### config.mk
export PLATFORM = sky130hd
export DESIGN_NAME = minmax_tracker
export DESIGN_NICKNAME = d
export VERILOG_FILES = /design/src/rtl/minmax_pkg.sv /design/src/rtl/mag_compare.sv /design/src/rtl/minmax_tracker.sv
export SDC_FILE = /design/constraint.sdc
export NUM_CORES = 1
export LEC_CHECK = 0
export ABC_CLOCK_PERIOD_IN_PS = 3700
export CELL_PAD_IN_SITES_DETAIL_PLACEMENT = 1
export CELL_PAD_IN_SITES_GLOBAL_PLACEMENT = 1
export CORE_MARGIN = 10
export CORE_UTILIZATION = 40
export DETAILED_ROUTE_END_ITERATION = 12
export PLACE_DENSITY = 0.77
export SLEW_MARGIN = 0
export SYNTH_ARGS = -nofsm -noshare
export SYNTH_HDL_FRONTEND = slang
export SYNTH_SLANG_ARGS = --single-unit
### constraint.sdc
create_clock -name clk -period 3.7 [get_ports clk]
set_input_delay 0.555 -clock clk [delete_from_list [all_inputs] [get_ports clk]]
set_output_delay 0.555 -clock clk [all_outputs]
set_load 0.05 [all_outputs]
### src/rtl/minmax_pkg.sv
// Shared definitions for the min/max/threshold tracker: FSM states and
// default parameter values.
package minmax_pkg;

    typedef enum logic [1:0] {
        IDLE  = 2'd0,
        TRACK = 2'd1,
        ALARM = 2'd2
    } state_t;

    localparam int W_DEF       = 4;
    localparam int RUN_LEN_DEF = 3;
    localparam int CNT_W_DEF   = 8;

endpackage

### src/rtl/mag_compare.sv
// Unsigned W-bit magnitude comparator: a against b.
module mag_compare #(
    parameter int W = 4
) (
    input  logic [W-1:0] a,
    input  logic [W-1:0] b,
    output logic         gt,
    output logic         eq,
    output logic         lt
);

    assign gt = (a > b);
    assign eq = (a == b);
    assign lt = (a < b);

endmodule

### src/rtl/minmax_tracker.sv
// Tracks running max/min of accepted samples, counts samples above a threshold,
// and raises a held alarm after RUN_LEN consecutive above-threshold samples.
module minmax_tracker
    import minmax_pkg::*;
#(
    parameter int W       = W_DEF,
    parameter int RUN_LEN = RUN_LEN_DEF,
    parameter int CNT_W   = CNT_W_DEF
) (
    input  logic             clk,
    input  logic             rst,
    input  logic             in_valid,
    output logic             in_ready,
    input  logic [W-1:0]     in_data,
    input  logic [W-1:0]     thresh,
    input  logic             clear,
    input  logic             alarm_ack,
    output logic             out_valid,
    output logic [W-1:0]     max_out,
    output logic [W-1:0]     min_out,
    output logic [CNT_W-1:0] gt_cnt,
    output logic             alarm
);

    localparam int             RUN_W   = 4;
    localparam logic [RUN_W-1:0] RUN_MAX = RUN_W'(RUN_LEN);

    state_t           state, state_next;
    logic [RUN_W-1:0] run, run_next;
    logic             accept, above, hit;
    logic             max_gt, max_eq, max_lt;
    logic             min_gt, min_eq, min_lt;
    logic             thr_gt, thr_eq, thr_lt;
    logic             unused_cmp;

    mag_compare #(.W(W)) u_cmp_max (.a(in_data), .b(max_out), .gt(max_gt), .eq(max_eq), .lt(max_lt));
    mag_compare #(.W(W)) u_cmp_min (.a(in_data), .b(min_out), .gt(min_gt), .eq(min_eq), .lt(min_lt));
    mag_compare #(.W(W)) u_cmp_thr (.a(in_data), .b(thresh),  .gt(thr_gt), .eq(thr_eq), .lt(thr_lt));

    // Only the strict relations drive updates; equality leaves registers alone.
    assign unused_cmp = &{max_eq, max_lt, min_gt, min_eq, thr_eq, thr_lt};

    assign in_ready = !clear && (state != ALARM);
    assign accept   = in_valid && in_ready;
    assign above    = thr_gt;
    assign run_next = above ? ((run == RUN_MAX) ? run : run + RUN_W'(1)) : '0;
    assign hit      = accept && above && (run_next == RUN_MAX);

    always_comb begin
        state_next = state;
        if (clear) begin
            state_next = IDLE;
        end else begin
            case (state)
                IDLE:    if (accept) state_next = hit ? ALARM : TRACK;
                TRACK:   if (hit) state_next = ALARM;
                ALARM:   if (alarm_ack) state_next = TRACK;
                default: state_next = IDLE;
            endcase
        end
    end

    always_ff @(posedge clk or posedge rst) begin
        if (rst) begin
            state     <= IDLE;
            max_out   <= '0;
            min_out   <= '1;
            gt_cnt    <= '0;
            run       <= '0;
            alarm     <= 1'b0;
            out_valid <= 1'b0;
        end else begin
            state     <= state_next;
            out_valid <= accept;
            if (clear) begin
                max_out <= '0;
                min_out <= '1;
                gt_cnt  <= '0;
                run     <= '0;
                alarm   <= 1'b0;
            end else if (state == ALARM) begin
                if (alarm_ack) begin
                    run   <= '0;
                    alarm <= 1'b0;
                end
            end else if (accept) begin
                // First sample after reset/clear seeds both extremes.
                if (state == IDLE) begin
                    max_out <= in_data;
                    min_out <= in_data;
                end else begin
                    if (max_gt) max_out <= in_data;
                    if (min_lt) min_out <= in_data;
                end
                run <= run_next;
                if (above && (gt_cnt != '1)) gt_cnt <= gt_cnt + CNT_W'(1);
                if (hit) alarm <= 1'b1;
            end
        end
    end

endmodule

==> results.cfg, run 1 <==
[pwr]
irDropWorstVdd_uv = 186
power.static_leakage_nw = 0.899
power_density_nw_per_um2 = 357

[timing]
max_slew_margin = 0.281
measured_slew_at_the_worst_slew_check_pin_ns = 1.07
slew_viol_final = 0
tns_ns = 0
clock_skew_after_layout_ns = 0.00181
timing.fmax_mhz = 374
hold_slack_ns = 0.505
timing.final.hold_violations = 0
period_minus_slack_ns = 2.67
rsz0062_at_grt = false
timing.final.ws_setup_ns = 1.03
finalSetupViolations = 0
post_route_fraction_of_the_period_consumed_by_the_critical_path = 0.723

[logic_synthesis]
synth.top_cells.by_area = sky130_fd_sc_hd__dfrtp_1 33%, sky130_fd_sc_hd__ha_1 11%, sky130_fd_sc_hd__dfstp_2 6.8%
yosysTopAreaCell = sky130_fd_sc_hd__dfrtp_1
synth_top_area_share = 0.326
synth_area_per_cell_sq_um = 9.97
syn-instance-count = 154
yosysMostFrequentCell = sky130_fd_sc_hd__dfrtp_1
async_flop_share = 1.00
synthesis_warnings = 0
synth.distinct_cells = 41
ys_ff_latch = 24
synth_enable_flop_cells = 0
synthesis.nets = 180
synth_common_cells = 20 x sky130_fd_sc_hd__dfrtp_1, 15 x sky130_fd_sc_hd__inv_1, 13 x sky130_fd_sc_hd__ha_1, 12 x sky130_fd_sc_hd__nor2_1, 10 x sky130_fd_sc_hd__nand2_1
mappedNetlistArea_sq_um = 1540
synth_sequential_area_ratio = 0.394
ys.flop_type = sky130_fd_sc_hd__dfrtp_1

[setup_path]
timing.critical_path.arrival_ns = 2.12
cp-end-kind = primary output
worst-endpoint-required_ns = 3.14
worst-path-max-fanout = 8
crit_path_kind = input port to primary output
critical_path.startpoint_type = input port

[route]
iteration_count_of_the_initial_detailed_routing_pass = 4
detail_route.wl_per_cell_um = 17.6
route.detailed.drc = 0
route.antenna.remaining_nets = 0
route.final.wire_length_um = 4100
drc_violation_total_after_the_first_tritonroute_iteration = 65
route.detailed.vias_per_inst = 5.41
detailroute.via_count = 1261

[clocking]
clock_tree.buffer_depth = 2
tritoncts = built
post_cts_resized = 0
postCtsHoldBufs = 0
htreeDepth = 1
clk_transition_reported_paths_ns = 0.09
tritoncts_buffer_count = 3
clock_sinks = 24
clk_latency_ns = 0.27
clockRootBuffer = sky130_fd_sc_hd__clkbuf_8
post_cts.repair.setup_buffers = 0

[global_routing]
global_route.usage.total = 0.134
globalRouteMet3Util = 0.0317
top_usage_layer = met2
use_met2 = 0.241
grt_start_max_net_pins = 25
grt_first_pass_wirelength_um = 7130
met1_track_usage_gr = 0.156
number_of_antenna_violations_at_the_first_check_in_global_routing = 0
globalRoute.totalOverflow = 0
vias_in_the_first_global_route = 1459

[die]
ioPinCount = 32
core.rowCount = 22
floorplan.initialDensity = 0.416
floorplan.die_area_sq_um = 6720
chipHeight_um = 82.0
core-area_sq_um = 3690
die_w_um = 82.0

[job]
cap_viol_max_count = 0

[final_layout]
nNetsFinal = 212
synthToLayoutAreaGrowth_pct = 27.8
num_antenna_cells = 0
layout-drive-gt1-share = 0.103
final_core_utilization = 0.532
stdcell_area_sq_um = 1960

[placed_design]
post-place-ws_ns = 0.951
portBuffers = 31
total_placed_instance_area_sq_um = 1890
half_perimeter_wire_length_of_the_detailed_placement_result_um = 3250
global_placement_routability_congestion = 0.784

[hold_path]
hold_path_class = flop to flop

[status]
status = completed
-- registers in the layout, indices dropped and copies added (netlist names) --
signal     cells
out_valid      1
min_out        4
gt_cnt         8
state          2
alarm          1
run            4
max_out        4
-- kinds of logic after synthesis --
logic type | share of synthesized area
buffers and inverters | 0.0513
flip-flops | 0.394
AO/OA/AOI/OAI | 0.180
adder cells (fa/ha/maj) | 0.106
multiplexers | 0.0750
AND/OR/NAND/NOR | 0.187
XOR/XNOR | 0.00571
-- area by class of cell --
cell class / count / area [sq um]
Clock buffer: 3 / 41.3
Clock inverter: 1 / 30.0
Fill cell: 432 / 1730
Inverter: 15 / 56.3
Multi-Input combinational cell: 110 / 851
Sequential cell: 24 / 606
Tap cell: 48 / 60.1
Timing Repair Buffer: 32 / 318
-- metal layers --
metal | wire, um | part of all wire
met3 | 192 | 0.047
met4 | 27 | 0.0066
met1 | 1680 | 0.41
met5 | 0 | 0
met2 | 2200 | 0.54
-- worst max-delay path: stages --
cell and delay [ns]:
sky130_fd_sc_hd__clkdlybuf4s50_1 0.56, sky130_fd_sc_hd__nor2_1 0.18, sky130_fd_sc_hd__clkdlybuf4s50_1 0.82
-- cells in the final DEF (no fill, tap or decap), types with 2 or more instances in the layout --
cell type / instances
sky130_fd_sc_hd__and3_1: 3
sky130_fd_sc_hd__nand2_1: 10
sky130_fd_sc_hd__dfrtp_1: 20
sky130_fd_sc_hd__o31ai_4: 2
sky130_fd_sc_hd__a21o_1: 2
sky130_fd_sc_hd__dfstp_2: 4
sky130_fd_sc_hd__o211ai_1: 2
sky130_fd_sc_hd__o311ai_0: 2
sky130_fd_sc_hd__nand3_1: 3
sky130_fd_sc_hd__clkbuf_8: 3
sky130_fd_sc_hd__inv_1: 15
sky130_fd_sc_hd__mux2_2: 4
sky130_fd_sc_hd__o21ai_0: 6
sky130_fd_sc_hd__o311ai_1: 2
sky130_fd_sc_hd__ha_1: 13
sky130_fd_sc_hd__nor2b_1: 6
sky130_fd_sc_hd__nor3_1: 3
sky130_fd_sc_hd__a21oi_1: 8
sky130_fd_sc_hd__clkdlybuf4s50_1: 31
sky130_fd_sc_hd__mux2i_1: 7
sky130_fd_sc_hd__o41ai_1: 4
sky130_fd_sc_hd__or3_1: 3
sky130_fd_sc_hd__nor2_1: 12
-- where the power goes --
group	internal [W]	switching (W)	leakage, nW
clock network	0.000145	0.0000914	0.0357
logic	0.0000684	0.000109	0.550
registers	0.000278	0.00000938	0.314
-- final timing paths --
kind                            start    endpoint  slack, ns  cells after the start
min in group asynchronous         rst   gt_cnt[2]       0.79                      2
hold / removal             min_out[2]  min_out[2]       0.50                      2
setup / recovery                clear    in_ready       1.03                      3
hold reg to reg            min_out[2]  min_out[2]       0.50                      2
max in group asynchronous         rst  max_out[2]       2.33                      2
setup reg to reg            gt_cnt[0]   gt_cnt[5]       1.49                      6
-- stage by stage --
step	cells	total power (W)
floorplan	154	0.000409
global placement	229	0.000465
detailed placement	229	0.000472
CTS	233	0.000714
global route	233	0.000744
finish	233	0.000701
Power figures use the tool's default switching activity.
==> run 2: changes to the inputs <==
- ABC_CLOCK_PERIOD_IN_PS: 3700 -> 2300
- CORE_UTILIZATION: 40 -> 35
- PLACE_DENSITY: 0.77 -> 0.71
- clock period: 3.7 -> 2.3 ns (I/O delays scaled with it)
==> run 2 against run 1 <==
Effect of this change:
- combinational power is 71% higher
- worst hold slack worse by 0.091 ns
- first-iteration DRC count shrank 68%
- global-route usage shrank 1.4 points
- clock-buffer cell count up 1
- critical path type is now input port to flop
- critical endpoint is now gt_cnt[0]
- via count is 6.3% higher
- final area grew 5.3%
- final cell count rose by 7.7%
- die area increased by 11%
==> results.cfg, run 2 (synthesis gave the netlist of run 1 again) <==
[die]
chipHeight_um = 86.2
floorplan.initialDensity = 0.358
core.rowCount = 24
core-area_sq_um = 4290
die_w_um = 86.2
ioPinCount = 32
floorplan.die_area_sq_um = 7440

[pwr]
power.static_leakage_nw = 0.965
finalPower_w = 0.00107
power_density_nw_per_um2 = 518
power_frac_comb = 0.284
irDropWorstVdd_uv = 341
clock_power_share = 0.284
internal_power_w = 0.000728
swShare = 0.320
pwr-share-seq = 0.432
net-switching-power_w = 0.000343

[final_layout]
num_antenna_cells = 0
synthToLayoutAreaGrowth_pct = 34.6
largest_register_ff_count = 8
most-common-layout-cells = 30 x sky130_fd_sc_hd__clkdlybuf4s50_1, 20 x sky130_fd_sc_hd__dfrtp_1, 15 x sky130_fd_sc_hd__inv_1, 15 x sky130_fd_sc_hd__buf_4, 13 x sky130_fd_sc_hd__ha_1
layout-drive-gt1-share = 0.171
final_core_utilization = 0.481
layout_commonest_cell = sky130_fd_sc_hd__clkdlybuf4s50_1
nNetsFinal = 226
register_with_the_most_flip_flops = gt_cnt

[route]
iteration_count_of_the_initial_detailed_routing_pass = 4
route.detailed.drc = 0
detail_route.wl_per_cell_um = 16.7
route.detailed.vias_per_inst = 5.34
route.final.wire_length_um = 4180
detailroute.via_count = 1340
route.antenna.remaining_nets = 0
drc_violation_total_after_the_first_tritonroute_iteration = 21

[job]
cap_viol_max_count = 0

[placed_design]
global_placement_routability_congestion = 0.839
portBuffers = 31
half_perimeter_wire_length_of_the_detailed_placement_result_um = 3260
post-place-ws_ns = -0.108

[timing]
timing.final.hold_violations = 0
timing.fmax_mhz = 473
post_route_fraction_of_the_period_consumed_by_the_critical_path = 0.920
rsz0062_at_grt = false
hold_slack_ns = 0.414
clock_skew_after_layout_ns = 0.00866
slew_viol_final = 0
max_slew_margin = 0.658
tns_ns = 0
measured_slew_at_the_worst_slew_check_pin_ns = 0.512
finalSetupViolations = 0
period_minus_slack_ns = 2.12
timing.final.ws_setup_ns = 0.185

[setup_path]
crit_path_kind = input port to flop
cp-end-kind = flop
worst-path-max-fanout = 9
reg2reg_setup_slack_ns = 0.46
worst-endpoint-required_ns = 2.50
critical_path.startpoint_type = input port
timing.critical_path.arrival_ns = 2.32

[global_routing]
vias_in_the_first_global_route = 1449
grt_first_pass_wirelength_um = 7270
global_route.usage.total = 0.120
globalRoute.totalOverflow = 0
number_of_antenna_violations_at_the_first_check_in_global_routing = 0
grt_start_max_net_pins = 25

[clocking]
post_cts.repair.setup_buffers = 0
postCtsHoldBufs = 0
clockRootBuffer = sky130_fd_sc_hd__clkbuf_8
post_cts_resized = 0
htreeDepth = 1
clock_sinks = 24
clk_transition_reported_paths_ns = 0.10
tritoncts_buffer_count = 3
tritoncts = built
clk_latency_ns = 0.28
clock_tree.buffer_depth = 2

[status]
status = completed

[hold_path]
hold_path_class = input port to asynchronous set/reset pin
==> run 2: final timing paths <==
path / to / cells past startpoint / startpoint
max in group asynchronous: min_out[3] / 3 / rst
hold reg to reg: min_out[2] / 2 / min_out[2]
setup reg to reg: gt_cnt[5] / 7 / gt_cnt[0]
hold / removal: out_valid / 3 / rst
setup / recovery: gt_cnt[0] / 9 / thresh[1]
min in group clk: min_out[2] / 2 / min_out[2]
==> run 2: layer usage <==
layer,up-vias,global-route usage,share of wire
li1,648,-,-
met1,659,0.136,0.43
met2,27,0.218,0.52
met3,6,0.0281,0.038
met4,0,0.0353,0.014
met5,-,0,0
==> run 2: cell type report <==
cell class / instances / area, sq um
timing repair buffer: 46 / 433
inverter: 15 / 56.3
multi-input combinational: 110 / 851
tap: 52 / 65.1
fill: 483 / 2230
sequential: 24 / 606
clock buffer: 4 / 55.1
==> run 2: power by group through the flow <==
stage | clock network, W | logic [W] | registers, W
global placement | 0 | 0.000302 | 0.000469
detailed placement | 0 | 0.000308 | 0.000471
global route | 0.000337 | 0.000336 | 0.000467
finish | 0.000304 | 0.000304 | 0.000462
floorplan | 0 | 0.000126 | 0.000531
CTS | 0.000316 | 0.000310 | 0.000463
==> run 2: critical path, stage by stage <==
cell and delay (ns):
sky130_fd_sc_hd__clkdlybuf4s50_1 0.45, sky130_fd_sc_hd__inv_1 0.04, sky130_fd_sc_hd__ha_1 0.29, sky130_fd_sc_hd__nor2b_1 0.16
sky130_fd_sc_hd__o211ai_1 0.14, sky130_fd_sc_hd__a21o_4 0.27, sky130_fd_sc_hd__buf_4 0.17, sky130_fd_sc_hd__or3_1 0.30
sky130_fd_sc_hd__a21oi_1 0.15
==> run 2: per-stage QoR <==
| step | instances | instance area, sq um |
|---|---|---|
| after CTS | 251 | 2070 |
| after detailed placement | 247 | 2010 |
| final | 251 | 2070 |
| after global routing | 251 | 2070 |
| after global placement | 247 | 2010 |
| after floorplan | 154 | 1540 |
==> run 3: changes to the inputs <==
- SETUP_SLACK_MARGIN: default -> 0.15
==> run 3 against run 2 <==
Effect of this change:
- register-to-register slack improved by 0.02 ns
- non-clock buffer count did not move
- flip-flop and latch count did not move
- highest routed layer unchanged
==> results.cfg, run 3 (synthesis gave the netlist of run 1 again) <==
[final_layout]
layout-drive-gt1-share = 0.235
most-common-layout-cells = 28 x sky130_fd_sc_hd__clkdlybuf4s50_1, 20 x sky130_fd_sc_hd__dfrtp_1, 14 x sky130_fd_sc_hd__inv_1, 14 x sky130_fd_sc_hd__buf_4, 12 x sky130_fd_sc_hd__nor2_1
synthToLayoutAreaGrowth_pct = 41.0
n_fill_cell = 478
register_with_the_most_flip_flops = gt_cnt
layout_commonest_cell = sky130_fd_sc_hd__clkdlybuf4s50_1
stdcell_area_sq_um = 2160
largest_register_ff_count = 8
num_antenna_cells = 0
final_core_utilization = 0.504
stdcell_count = 252
nNetsFinal = 227

[global_routing]
global_route.usage.total = 0.120
globalRoute.totalOverflow = 0
vias_in_the_first_global_route = 1449
number_of_antenna_violations_at_the_first_check_in_global_routing = 0
grt_first_pass_wirelength_um = 7270
grt_start_max_net_pins = 25

[timing]
max_slew_margin = 0.658
slew_viol_final = 0
rsz0062_at_grt = false
clock_skew_after_layout_ns = 0.0124
hold_slack_ns = 0.403
timing.fmax_mhz = 487
measured_slew_at_the_worst_slew_check_pin_ns = 0.511
post_route_fraction_of_the_period_consumed_by_the_critical_path = 0.893
finalSetupViolations = 0
timing.final.ws_setup_ns = 0.245
period_minus_slack_ns = 2.05
timing.final.hold_violations = 0

[route]
route.detailed.vias_per_inst = 5.35
detail_route.wl_per_cell_um = 17.6
iteration_count_of_the_initial_detailed_routing_pass = 4
route.antenna.remaining_nets = 0
route.detailed.drc = 0
detailroute.via_count = 1347
drc_violation_total_after_the_first_tritonroute_iteration = 30
route.final.wire_length_um = 4430

[setup_path]
regToRegEndpoint = gt_cnt[5]
timing.critical_path.arrival_ns = 2.26
crit_path_kind = input port to flop
cp-end-kind = flop
reg2reg_setup_slack_ns = 0.48
worst-path-max-fanout = 8
critical_path.startpoint_type = input port
worst_r2r_path_depth = 7
worstReg2RegStart = gt_cnt[0]
worst-endpoint-required_ns = 2.50

[pwr]
irDropWorstVdd_uv = 345
power_density_nw_per_um2 = 506
power.static_leakage_nw = 0.995

[placed_design]
total_placed_instance_area_sq_um = 2010
portBuffers = 31
post-place-ws_ns = -0.108
half_perimeter_wire_length_of_the_detailed_placement_result_um = 3260
dp.cells = 247
global_placement_routability_congestion = 0.839

[clocking]
clock_sinks = 24
clockRootBuffer = sky130_fd_sc_hd__clkbuf_8
post_cts_resized = 0
clk_latency_ns = 0.28
postCtsHoldBufs = 0
clock_tree.buffer_depth = 2
post_cts.repair.setup_buffers = 0
htreeDepth = 1
clk_transition_reported_paths_ns = 0.10
tritoncts_buffer_count = 3
tritoncts = built

[die]
chipHeight_um = 86.2
ioPinCount = 32
floorplan.initialDensity = 0.358
floorplan.die_area_sq_um = 7440
core.rowCount = 24
die_w_um = 86.2
core-area_sq_um = 4290

[status]
status = completed

[job]
cap_viol_max_count = 0

[hold_path]
hold_path_class = input port to asynchronous set/reset pin
[run 3: changes by cell type in the layout (fill, tap and decap cells not counted), moves of 2 or more]
cell	before	now
sky130_fd_sc_hd__a21oi_1	8	4
sky130_fd_sc_hd__a21oi_2	0	4
sky130_fd_sc_hd__ha_1	13	10
sky130_fd_sc_hd__clkdlybuf4s50_1	30	28
sky130_fd_sc_hd__dlymetal6s2s_1	0	2
sky130_fd_sc_hd__ha_4	0	2
sky130_fd_sc_hd__o311ai_1	2	0
sky130_fd_sc_hd__o311ai_2	0	2
[run 3: through the flow]
stage / setup TNS [ns] / total power (W)
after floorplan: 0 / 0.000657
after global placement: -0.103 / 0.000771
after detailed placement: -0.564 / 0.000779
after CTS: 0 / 0.00109
after global routing: 0 / 0.00116
final: 0 / 0.00109
[run 3: worst max-delay path by stage]
stage | startpoint | end | slack (ns)
after global routing | thresh[2] | gt_cnt[4] | 0.09
after CTS | thresh[1] | gt_cnt[0] | 0.18
after global placement | in_data[0] | gt_cnt[5] | -0.05
final | in_data[3] | gt_cnt[0] | 0.25
after detailed placement | thresh[1] | gt_cnt[5] | -0.11
after floorplan | max_out[1] | max_out[0] | 0.17
[run 3: worst max-delay path, stage by stage]
cell and delay [ns]:
sky130_fd_sc_hd__clkdlybuf4s50_1 0.48, sky130_fd_sc_hd__ha_4 0.30, sky130_fd_sc_hd__buf_4 0.10, sky130_fd_sc_hd__o211ai_1 0.16
sky130_fd_sc_hd__a21o_4 0.29, sky130_fd_sc_hd__buf_6 0.14, sky130_fd_sc_hd__or3_1 0.30, sky130_fd_sc_hd__a21oi_1 0.13
[run 3: power by group]
group          switching [W]  total (W)  internal [W]
combinational       0.000186   0.000321      0.000135
sequential         0.0000149   0.000462      0.000448
clock               0.000158   0.000311      0.000154
total               0.000358    0.00109      0.000737
[run 3: layer usage]
metal,vias up,global-route usage,routed length [um]
li1,651,-,-
met3,9,0.0281,147
met5,-,0,0
met2,24,0.218,2280
met4,0,0.0353,101
met1,663,0.136,1900
[run 3: final cells by class]
class | count | area, sq um | share of cell area
sequential | 24 | 606 | 0.280
inverter | 15 | 56.3 | 0.0260
multi-input combinational | 111 | 941 | 0.435
timing repair buffer | 46 | 442 | 0.204
tap | 52 | 65.1 | 0.0301
clock buffer | 4 | 55.1 | 0.0254
